## src/rtl/legv8_pkg.sv

```systemverilog
// legv8_pkg: LEGv8 operation classes, opcodes, immediate widths and error codes shared by encoder and decoder.
package legv8_pkg;
  typedef enum logic [3:0] {ANDREG, ORRREG, ADDREG, SUBREG, ADDIMM, SUBIMM, MOVZ, B, CBZ, LDUR, STUR} op_e;
  typedef enum logic [1:0] {EMPTY, PEND, FULL} state_e;
  localparam logic [10:0] OPC_AND  = 11'b10001010000;
  localparam logic [10:0] OPC_ORR  = 11'b10101010000;
  localparam logic [10:0] OPC_ADD  = 11'b10001011000;
  localparam logic [10:0] OPC_SUB  = 11'b11001011000;
  localparam logic [9:0]  OPC_ADDI = 10'b1001000100;
  localparam logic [9:0]  OPC_SUBI = 10'b1101000100;
  localparam logic [8:0]  OPC_MOVZ = 9'b110100101;
  localparam logic [5:0]  OPC_B    = 6'b000101;
  localparam logic [7:0]  OPC_CBZ  = 8'b10110100;
  localparam logic [10:0] OPC_LDUR = 11'b11111000010;
  localparam logic [10:0] OPC_STUR = 11'b11111000000;
  localparam int IMM_ALU_W  = 12;
  localparam int IMM_MOVZ_W = 16;
  localparam int IMM_B_W    = 26;
  localparam int IMM_CBZ_W  = 19;
  localparam int IMM_MEM_W  = 9;
  localparam logic [1:0] ERR_NONE  = 2'd0;
  localparam logic [1:0] ERR_UNSUP = 2'd1;
  localparam logic [1:0] ERR_RANGE = 2'd2;
  localparam logic [1:0] ERR_FULL  = 2'd3;
  function automatic logic fits_u(input logic [31:0] v, input int n);
    return (v >> n) == 32'd0;
  endfunction
  // Signed fit: every bit from the sign position upward must match.
  function automatic logic fits_s(input logic [31:0] v, input int n);
    logic [31:0] t;
    t = 32'($signed(v) >>> (n - 1));
    return t == '0 || t == '1;
  endfunction
endpackage

```

## src/rtl/legv8_field_pack.sv

```systemverilog
// legv8_field_pack: combinational mapping of an operation and its fields to a 32-bit LEGv8 word.
module legv8_field_pack
  import legv8_pkg::*;
(
  input  logic [3:0]  op,
  input  logic [4:0]  rd,
  input  logic [4:0]  rn,
  input  logic [4:0]  rm,
  input  logic [31:0] imm,
  input  logic [1:0]  hw,
  output logic [31:0] word,
  output logic        unsupported,
  output logic        range_err
);
  always_comb begin
    word = '0;
    unsupported = 1'b0;
    range_err = 1'b0;
    case (op)
      ANDREG: word = {OPC_AND, rm, 6'd0, rn, rd};
      ORRREG: word = {OPC_ORR, rm, 6'd0, rn, rd};
      ADDREG: word = {OPC_ADD, rm, 6'd0, rn, rd};
      SUBREG: word = {OPC_SUB, rm, 6'd0, rn, rd};
      ADDIMM: begin word = {OPC_ADDI, imm[11:0], rn, rd}; range_err = !fits_u(imm, IMM_ALU_W); end
      SUBIMM: begin word = {OPC_SUBI, imm[11:0], rn, rd}; range_err = !fits_u(imm, IMM_ALU_W); end
      MOVZ:   begin word = {OPC_MOVZ, hw, imm[15:0], rd}; range_err = !fits_u(imm, IMM_MOVZ_W); end
      B:      begin word = {OPC_B, imm[25:0]}; range_err = !fits_s(imm, IMM_B_W); end
      CBZ:    begin word = {OPC_CBZ, imm[18:0], rd}; range_err = !fits_s(imm, IMM_CBZ_W); end
      LDUR:   begin word = {OPC_LDUR, imm[8:0], 2'b00, rn, rd}; range_err = !fits_s(imm, IMM_MEM_W); end
      STUR:   begin word = {OPC_STUR, imm[8:0], 2'b00, rn, rd}; range_err = !fits_s(imm, IMM_MEM_W); end
      default: unsupported = 1'b1;
    endcase
  end
endmodule

```

## src/rtl/legv8_insn_encoder.sv

```systemverilog
// legv8_insn_encoder: streams symbolic LEGv8 instructions into sequential instruction-memory writes.
module legv8_insn_encoder
  import legv8_pkg::*;
#(
  parameter int unsigned BASE_ADDR = 0,
  parameter int unsigned DEPTH = 64,
  parameter int unsigned ADDR_W = 16
) (
  input  logic                       CLK,
  input  logic                       resetl,
  input  logic                       clear,
  input  logic                       in_valid,
  output logic                       in_ready,
  input  logic [3:0]                 in_op,
  input  logic [4:0]                 in_rd,
  input  logic [4:0]                 in_rn,
  input  logic [4:0]                 in_rm,
  input  logic [31:0]                in_imm,
  input  logic [1:0]                 in_hw,
  output logic                       wr_en,
  input  logic                       wr_ready,
  output logic [ADDR_W-1:0]          wr_addr,
  output logic [31:0]                wr_data,
  output logic                       full,
  output logic                       err_pulse,
  output logic [1:0]                 err_code,
  output logic                       err_sticky,
  output logic [$clog2(DEPTH+1)-1:0] count
);
  localparam int CW = $clog2(DEPTH + 1);
  if (64'(BASE_ADDR) + 64'(DEPTH) * 64'd4 >= (64'd1 << ADDR_W)) begin : g_addr_chk
    $error("BASE_ADDR + 4*DEPTH does not fit in ADDR_W");
  end
  state_e state;
  logic [31:0] word;
  logic unsupported, range_err, accept, commit, full_rej, good;
  logic [1:0] code;
  legv8_field_pack u_pack (
    .op(in_op), .rd(in_rd), .rn(in_rn), .rm(in_rm), .imm(in_imm), .hw(in_hw),
    .word(word), .unsupported(unsupported), .range_err(range_err)
  );
  assign in_ready = state != PEND || wr_ready;
  assign wr_en = state == PEND;
  assign full = count == CW'(DEPTH);
  assign wr_addr = ADDR_W'(BASE_ADDR + 4 * 32'(count));
  assign accept = in_valid && in_ready && !clear;
  assign commit = wr_en && wr_ready;
  // A word still pending for the last slot already claims it.
  assign full_rej = state == FULL || (state == PEND && count == CW'(DEPTH - 1));
  assign code = unsupported ? ERR_UNSUP : full_rej ? ERR_FULL : range_err ? ERR_RANGE : ERR_NONE;
  assign good = accept && code == ERR_NONE;
  always_ff @(posedge CLK or negedge resetl) begin
    if (!resetl) begin
      state <= EMPTY;
      wr_data <= '0;
      err_pulse <= 1'b0;
      err_code <= ERR_NONE;
      err_sticky <= 1'b0;
      count <= '0;
    end else if (clear) begin
      state <= EMPTY;
      err_pulse <= 1'b0;
      err_code <= ERR_NONE;
      err_sticky <= 1'b0;
      count <= '0;
    end else begin
      err_pulse <= accept && !good;
      err_code <= accept ? code : ERR_NONE;
      err_sticky <= err_sticky || (accept && !good);
      count <= count + CW'(commit);
      if (good) wr_data <= word;
      state <= good ? PEND : commit ? (count == CW'(DEPTH - 1) ? FULL : EMPTY) : state;
    end
  end
endmodule

```

## config.mk

```make
export PLATFORM = sky130hd
export DESIGN_NAME = legv8_insn_encoder
export DESIGN_NICKNAME = d
export VERILOG_FILES = /design/src/rtl/legv8_pkg.sv /design/src/rtl/legv8_field_pack.sv /design/src/rtl/legv8_insn_encoder.sv
export SDC_FILE = /design/constraint.sdc
export NUM_CORES = 1
export LEC_CHECK = 0
export CORE_MARGIN = 4
export CORE_UTILIZATION = 38
export CTS_CLUSTER_SIZE = 24
export DETAILED_ROUTE_END_ITERATION = 8
export PLACE_DENSITY = 0.79
export SETUP_SLACK_MARGIN = 0.5
export SKIP_LAST_GASP = 1
export SLEW_MARGIN = 20
export SYNTH_ARGS = -nofsm -noshare
export SYNTH_HDL_FRONTEND = slang
export SYNTH_HIERARCHICAL = 1
export SYNTH_SLANG_ARGS = --single-unit
```

## constraint.sdc

```tcl
create_clock -name CLK -period 2.6 [get_ports CLK]
set_clock_uncertainty 0.05 [all_clocks]
set_input_delay 0.52 -clock CLK [delete_from_list [all_inputs] [get_ports CLK]]
set_output_delay 0.52 -clock CLK [all_outputs]
set_load 0.01 [all_outputs]
```

==> results of run 1 <==
==> area by class of cell <==
| cell class | count | area (sq um) |
|---|---|---|
| clock inverter | 1 | 5.00 |
| inverter | 12 | 45.0 |
| fill | 575 | 2740 |
| multi-input combinational | 187 | 1570 |
| tap | 99 | 124 |
| clock buffer | 5 | 68.8 |
| timing repair buffer | 170 | 1570 |
| sequential | 45 | 1130 |
==> cells in the final DEF (no fill, tap or decap), types with 2 or more instances in the layout <==
cell type	count
or4_4	3
buf_12	2
nand3_1	9
a21oi_1	3
nor4_4	4
dlygate4sd2_1	3
clkbuf_8	5
ha_1	2
a211o_1	2
nor2b_1	2
nor2_1	19
nor3_1	6
nand4_1	6
buf_4	54
a22o_1	5
buf_6	11
o211ai_1	2
conb_1	9
a222oi_1	17
o21a_1	2
mux2_2	4
buf_2	11
dfrtp_1	45
mux2_4	28
nand2_1	25
buf_8	2
xor2_1	5
inv_1	12
a221o_1	2
clkdlybuf4s15_2	2
nor2b_2	2
o21ai_0	2
clkdlybuf4s15_1	5
clkdlybuf4s50_1	79
==> state kept, by name, summed over array words and instances (netlist names) <==
register    count
count           7
err_sticky      1
err_pulse       1
state           2
err_code        2
wr_data        32
==> cell usage after synthesis (2+ instances only) <==
cell and count:
buf_4 17, clkbuf_1 3, inv_1 12, nand2_1 27, buf_12 3, a222oi_1 17
o211ai_1 2, nor4_1 6, nand3_1 9, buf_2 3, or4_1 3, nor3_1 7
mux2_2 4, o21ai_0 3, a211o_1 2, nor2b_1 4, nand2b_1 2, o21a_1 2
dfrtp_1 45, nor2_1 19, nand4_1 6, buf_6 3, xor2_1 5, a221o_1 2
ha_1 2, a22o_1 5, mux2_4 28, a21oi_1 3
==> routing by layer <==
metal  track usage, %  vias up  part of all wire, %
met5                0        -                    0
met2             32.3      162                   49
met1             25.2     1332                   40
met3             4.65       18                  9.4
met4             6.62        0                  1.8
li1                 -     1264                    -
==> power breakdown <==
part	internal, mW	switching [mW]	total (mW)
Sequential	0.838	0.0864	0.924
Combinational	0.578	0.337	0.915
Clock	0.177	0.215	0.392
Total	1.59	0.638	2.23
==> per-stage QoR <==
step                      setup TNS (ps)  util [%]  cell area [sq um]
after global placement            -23820      57.8               4190
final                                  0      62.2               4510
after global routing                -178      62.2               4510
after CTS                              0      61.0               4430
after floorplan                    -1520         -               2870
after detailed placement          -27230      57.8               4190
==> cell families after synthesis <==
logic type,after synthesis,synth area share [%]
adder cells (fa/ha/maj),3,1.24
multiplexers,32,16.5
AND/OR/NAND/NOR,94,17.1
other,1,0.133
XOR/XNOR,6,1.86
AO/OA/AOI/OAI,43,13.1
flip-flops,45,39.8
buffers and inverters,41,10.4
==> repair_timing <==
item / 4_1_cts / 5_1_grt
buffers inserted: 8 / 3
pin swaps: 21 / 13
endpoints found under the setup margin: 40 / 36
cloned: 1 / 0
resized for setup: 133 / 19
==> final timing paths <==
kind | to | depth (start not counted)
max in group asynchronous | wr_data[1]$_DFFE_PN0P_ | 2
worst min-delay path | count[4]$_DFF_PN0_ | 1
worst max-delay path | wr_data[14]$_DFFE_PN0P_ | 9
min in group CLK | wr_data[0]$_DFFE_PN0P_ | 1
worst min register to register | wr_data[0]$_DFFE_PN0P_ | 1
worst max register to register | wr_data[14]$_DFFE_PN0P_ | 5
==> impl_metrics.json, run 1 <==
{
  "outcome": "finished, final reports clean",
  "ys_async_sr_fraction_pct": 100,
  "drive_gt1_share_pct": 34.8,
  "num_vias": 2776,
  "ios": 120,
  "vias_per_cell": 5.35,
  "vdd_drop_max_v": 0.000326,
  "drtIter0Drc": 277,
  "wl_per_cell_microns": 17.5,
  "holdWs_ps": 72.3,
  "power_density_mw_per_mm2": 494,
  "grt_pass1_wl_microns": 13700,
  "routed_wl_microns": 9080,
  "cts_hold_buf": 0,
  "instances_no_fill": 519,
  "die_area_sq_mm": 0.00889,
  "yosysWarnings": 6,
  "grt_max_degree": 33,
  "critPathMaxStageDelay_ps": 600,
  "initial_core_util_pct": 39.0,
  "cts_made_buffers": 5,
  "cp_max_fo": 10,
  "final_nets": 481,
  "root_buffer": "clkbuf_8",
  "cts_htree_levels": 2,
  "antenna_left": 0,
  "finalCriticalPeriod_ps": 2550,
  "overflow": 0,
  "synth_edf_count": 0,
  "port_buffers": 110,
  "place_inst": 501,
  "p_leak_nw": 2.19,
  "die_w_microns": 94.3,
  "synth.top_cell.area_share_pct": 39.8,
  "arrival_ps": 2670,
  "cap_violations": 0,
  "clock-sinks": 45,
  "power_mw": 2.23,
  "cp-startpoint": "in_imm[20]",
  "yosysTopAreaCell": "dfrtp_1",
  "path_delay_family": "simple AND/OR/NAND/NOR gates",
  "ys_ff_latch": 45,
  "drc_errors": 0,
  "rsz0062_at_grt": "true",
  "clkTransAtPathRegs_ps": 70,
  "die_height_microns": 94.3,
  "ys_seq_area_share_pct": 39.8,
  "cp-end-kind": "register",
  "worst-endpoint-required_ps": 2720,
  "insertedDiodeCount": 0,
  "finalCritPeriodShare_pct": 98.1,
  "rr_startpoint": "state[0]$_DFFE_PN0P_",
  "pre_cts_ws_ps": -833,
  "track_usage_pct": 19.6,
  "area_growth_pct": 59.6,
  "synth_ff_type": "dfrtp_1",
  "clk_latency_ps": 280,
  "avgSynthCellArea_sq_um": 10.7,
  "netlist_area_sq_mm": 0.00283,
  "critPathBufInv": 2,
  "final_max_slew_viol_count": 0,
  "place.gp.congestion": 0.912,
  "setup_viol": 0,
  "netlist_instances": 265,
  "worst_slack_ps": 49.1,
  "grt_pass1_vias": 2765,
  "maxClockFrequency_mhz": 392,
  "clockBufferDepth": 2,
  "rows": 31,
  "hold_violations": 0,
  "reg2reg_setup_slack_ps": 390,
  "place_hpwl_microns": 6700,
  "synth.distinct_cells": 49,
  "startpoint_type": "input port",
  "synthTopCellsByArea": "dfrtp_1 (40%), mux2_4 (15%), a222oi_1 (6.0%)",
  "dr.pass1.iters": 9,
  "cts_tree": "done",
  "antenna_found_initial": 0,
  "slowest_stage": "or4_4",
  "criticalPathCategory": "input port to register",
  "fp.coreArea_sq_mm": 0.00725,
  "path_cells": "buf_6, nand4_1, nor4_4, a21boi_4, a211oi_2, o211ai_1, or4_4, buf_12, mux2_4",
  "min_path_type": "input port to async pin"
}
Power figures use the tool's default switching activity.
==> inputs of run 2 (changes only) <==
--- a/config.mk
+++ b/config.mk
@@ -7,2 +7,3 @@
 export LEC_CHECK = 0
+export CAP_MARGIN = 15
 export CORE_MARGIN = 4
==> constraint.sdc (replaced) <==
create_clock -name CLK -period 2.6 [get_ports CLK]
set_clock_uncertainty 0.05 [all_clocks]
set_input_delay 0.26 -clock CLK [delete_from_list [all_inputs] [get_ports CLK]]
set_output_delay 0.26 -clock CLK [all_outputs]
set_load 0.01 [all_outputs]
==> impl_metrics.json, run 2 (synthesis results as in run 1) <==
{
  "cp_max_fo": 5,
  "insertedDiodeCount": 0,
  "regMostFlops": "wr_data",
  "reg.largest.list": "wr_data x32, count x7",
  "antenna_left": 0,
  "grt_pass1_vias": 2723,
  "grt_max_degree": 46,
  "overflow": 0,
  "slowest_stage": "or4_4",
  "fp.coreArea_sq_mm": 0.00725,
  "reg2reg_setup_slack_ps": 390,
  "largest_reg_flops": 32,
  "criticalPathCategory": "input port to register",
  "antenna_found_initial": 0,
  "pre_cts_ws_ps": -550,
  "power_density_mw_per_mm2": 505,
  "cp-startpoint": "in_imm[20]",
  "final_nets": 482,
  "final_cell_mix": "clkdlybuf4s50_1 (80), buf_4 (51), dfrtp_1 (42), mux2_4 (28), nand2_1 (25)",
  "die_w_microns": 94.3,
  "area_growth_pct": 61.8,
  "p_comb_share_pct": 40.4,
  "outcome": "finished, final reports clean",
  "final_max_slew_viol_count": 0,
  "track_usage_pct": 20.2,
  "internal_power_mw": 1.62,
  "p_clk_share_pct": 19.6,
  "clk_latency_ps": 300,
  "r2r_cells": 6,
  "worst_pin_slew_ps": 595,
  "place_hpwl_microns": 6600,
  "cp-end-kind": "register",
  "dr.pass1.iters": 6,
  "clockBufferDepth": 2,
  "slew_headroom_pct": 60.3,
  "seqPwrFrac_pct": 39.9,
  "ios": 120,
  "switching_share_pct": 29.7,
  "wl_per_cell_microns": 17.6,
  "path_delay_family": "simple AND/OR/NAND/NOR gates",
  "initial_core_util_pct": 39.0,
  "drc_errors": 0,
  "port_buffers": 110,
  "critPathMaxStageDelay_ps": 490,
  "die_area_sq_mm": 0.00889,
  "finalCritPeriodShare_pct": 88.9,
  "die_height_microns": 94.3,
  "critPathBufInv": 4,
  "clock-sinks": 45,
  "place_inst": 495,
  "clkTransAtPathRegs_ps": 90,
  "num_vias": 2762,
  "instances_no_fill": 522,
  "vias_per_cell": 5.29,
  "r2r_end": "wr_data[19]$_DFFE_PN0P_",
  "hold_violations": 0,
  "path_cells": "buf_4, nand4_1, nor4_4, buf_4, nor3_2, o21ai_1, o211ai_1, or4_4, buf_6, buf_12, mux2_4",
  "maxClockFrequency_mhz": 433,
  "tns_ps": 0,
  "fillers": 587,
  "rows": 31,
  "crit_cells": 11,
  "p_leak_nw": 2.19,
  "vdd_drop_max_v": 0.000254,
  "cts_tree": "done",
  "min_path_type": "input port to register",
  "root_buffer": "clkbuf_8",
  "arrival_ps": 2440,
  "cp_common_cell": "buf_4",
  "rsz0062_at_grt": "true",
  "cts_made_buffers": 5,
  "final_common_cell": "clkdlybuf4s50_1",
  "grt_pass1_wl_microns": 14000,
  "cap_violations": 0,
  "routed_wl_microns": 9210,
  "cts_htree_levels": 2,
  "startpoint_type": "input port",
  "crit_end": "wr_data[19]$_DFFE_PN0P_",
  "drive_gt1_share_pct": 35.9,
  "rr_startpoint": "state[0]$_DFFE_PN0P_",
  "worst_slack_ps": 290,
  "p_sw_mw": 0.687,
  "drtIter0Drc": 257,
  "setup_viol": 0,
  "worst-endpoint-required_ps": 2730,
  "place.gp.congestion": 0.898,
  "finalCriticalPeriod_ps": 2310
}
[run 2: cell types whose count changed in the layout (fill, tap and decap cells not counted), moves of 2 or more]
cell | before | now
buf_12 | 2 | 4
nor2b_4 | 0 | 2
buf_4 | 54 | 51
dfrtp_1 | 45 | 42
clkdlybuf4s15_1 | 5 | 3
nor2b_2 | 2 | 0
dfrtp_2 | 0 | 3
buf_2 | 11 | 13
nor3_2 | 0 | 2
[run 2: repair_timing]
action                                 in CTS  in global routing
hold buffers                                0                  1
pin swaps                                  18                  3
setup endpoints to repair                  35                 35
setup buffers                              11                  5
gates resized for setup                   144                 14
gates cloned                                2                  0
endpoints found under the hold margin       0                 45
[run 2: power by group through the flow]
stage | combinational (mW) | clock (mW) | sequential [mW]
after detailed placement | 0.880 | 0 | 0.934
after global routing | 0.991 | 0.496 | 0.942
final | 0.935 | 0.454 | 0.923
after CTS | 0.923 | 0.471 | 0.923
after global placement | 0.861 | 0 | 0.931
after floorplan | 0.332 | 0 | 0.987
[run 2: worst min path at each step]
stage	cells after the start	startpoint	endpoint
detailed placement	1	err_sticky$_DFF_PN0_	err_sticky$_DFF_PN0_
floorplan	0	resetl	count[0]$_DFF_PN0_
CTS	1	resetl	count[5]$_DFF_PN0_
finish	4	in_imm[21]	wr_data[21]$_DFFE_PN0P_
global placement	1	resetl	count[5]$_DFF_PN0_
global route	3	in_imm[23]	wr_data[23]$_DFFE_PN0P_
[run 2: layout make-up]
class | count | area, sq um | share of cell area (%)
repair buffers | 171 | 1610 | 35.3
inverters | 12 | 45.0 | 0.985
clock buffers | 5 | 68.8 | 1.50
clock inverters | 3 | 25.0 | 0.547
flip-flops and latches | 45 | 1130 | 24.7
multi-input cells | 187 | 1570 | 34.3
well taps | 99 | 124 | 2.71
[run 2: per-stage QoR]
step | hold slack [ps] | util [%] | total power [mW] | area (sq um)
finish | 299 | 63.1 | 2.31 | 4570
global route | 293 | 63.1 | 2.43 | 4570
CTS | 110 | 61.9 | 2.32 | 4490
detailed placement | 442 | 57.2 | 1.81 | 4150
global placement | 422 | 57.2 | 1.79 | 4150
floorplan | -85.6 | - | 1.32 | 2870
[run 2: worst register-to-register path, delay by kind of cell (launching register included)]
family / cells / cell delay (ps)
AO/OA/AOI/OAI: 1 / 300
buffers and inverters: 2 / 300
flip-flops: 1 / 420
multiplexers: 1 / 290
AND/OR/NAND/NOR: 2 / 730
[run 2: metal layers]
layer | track usage, % | wire, microns | up-vias
met1 | 26.6 | 3770 | 1303
li1 | - | - | 1274
met2 | 33.0 | 4510 | 162
met5 | 0 | 0 | -
met4 | 6.98 | 154 | 0
met3 | 4.17 | 771 | 23
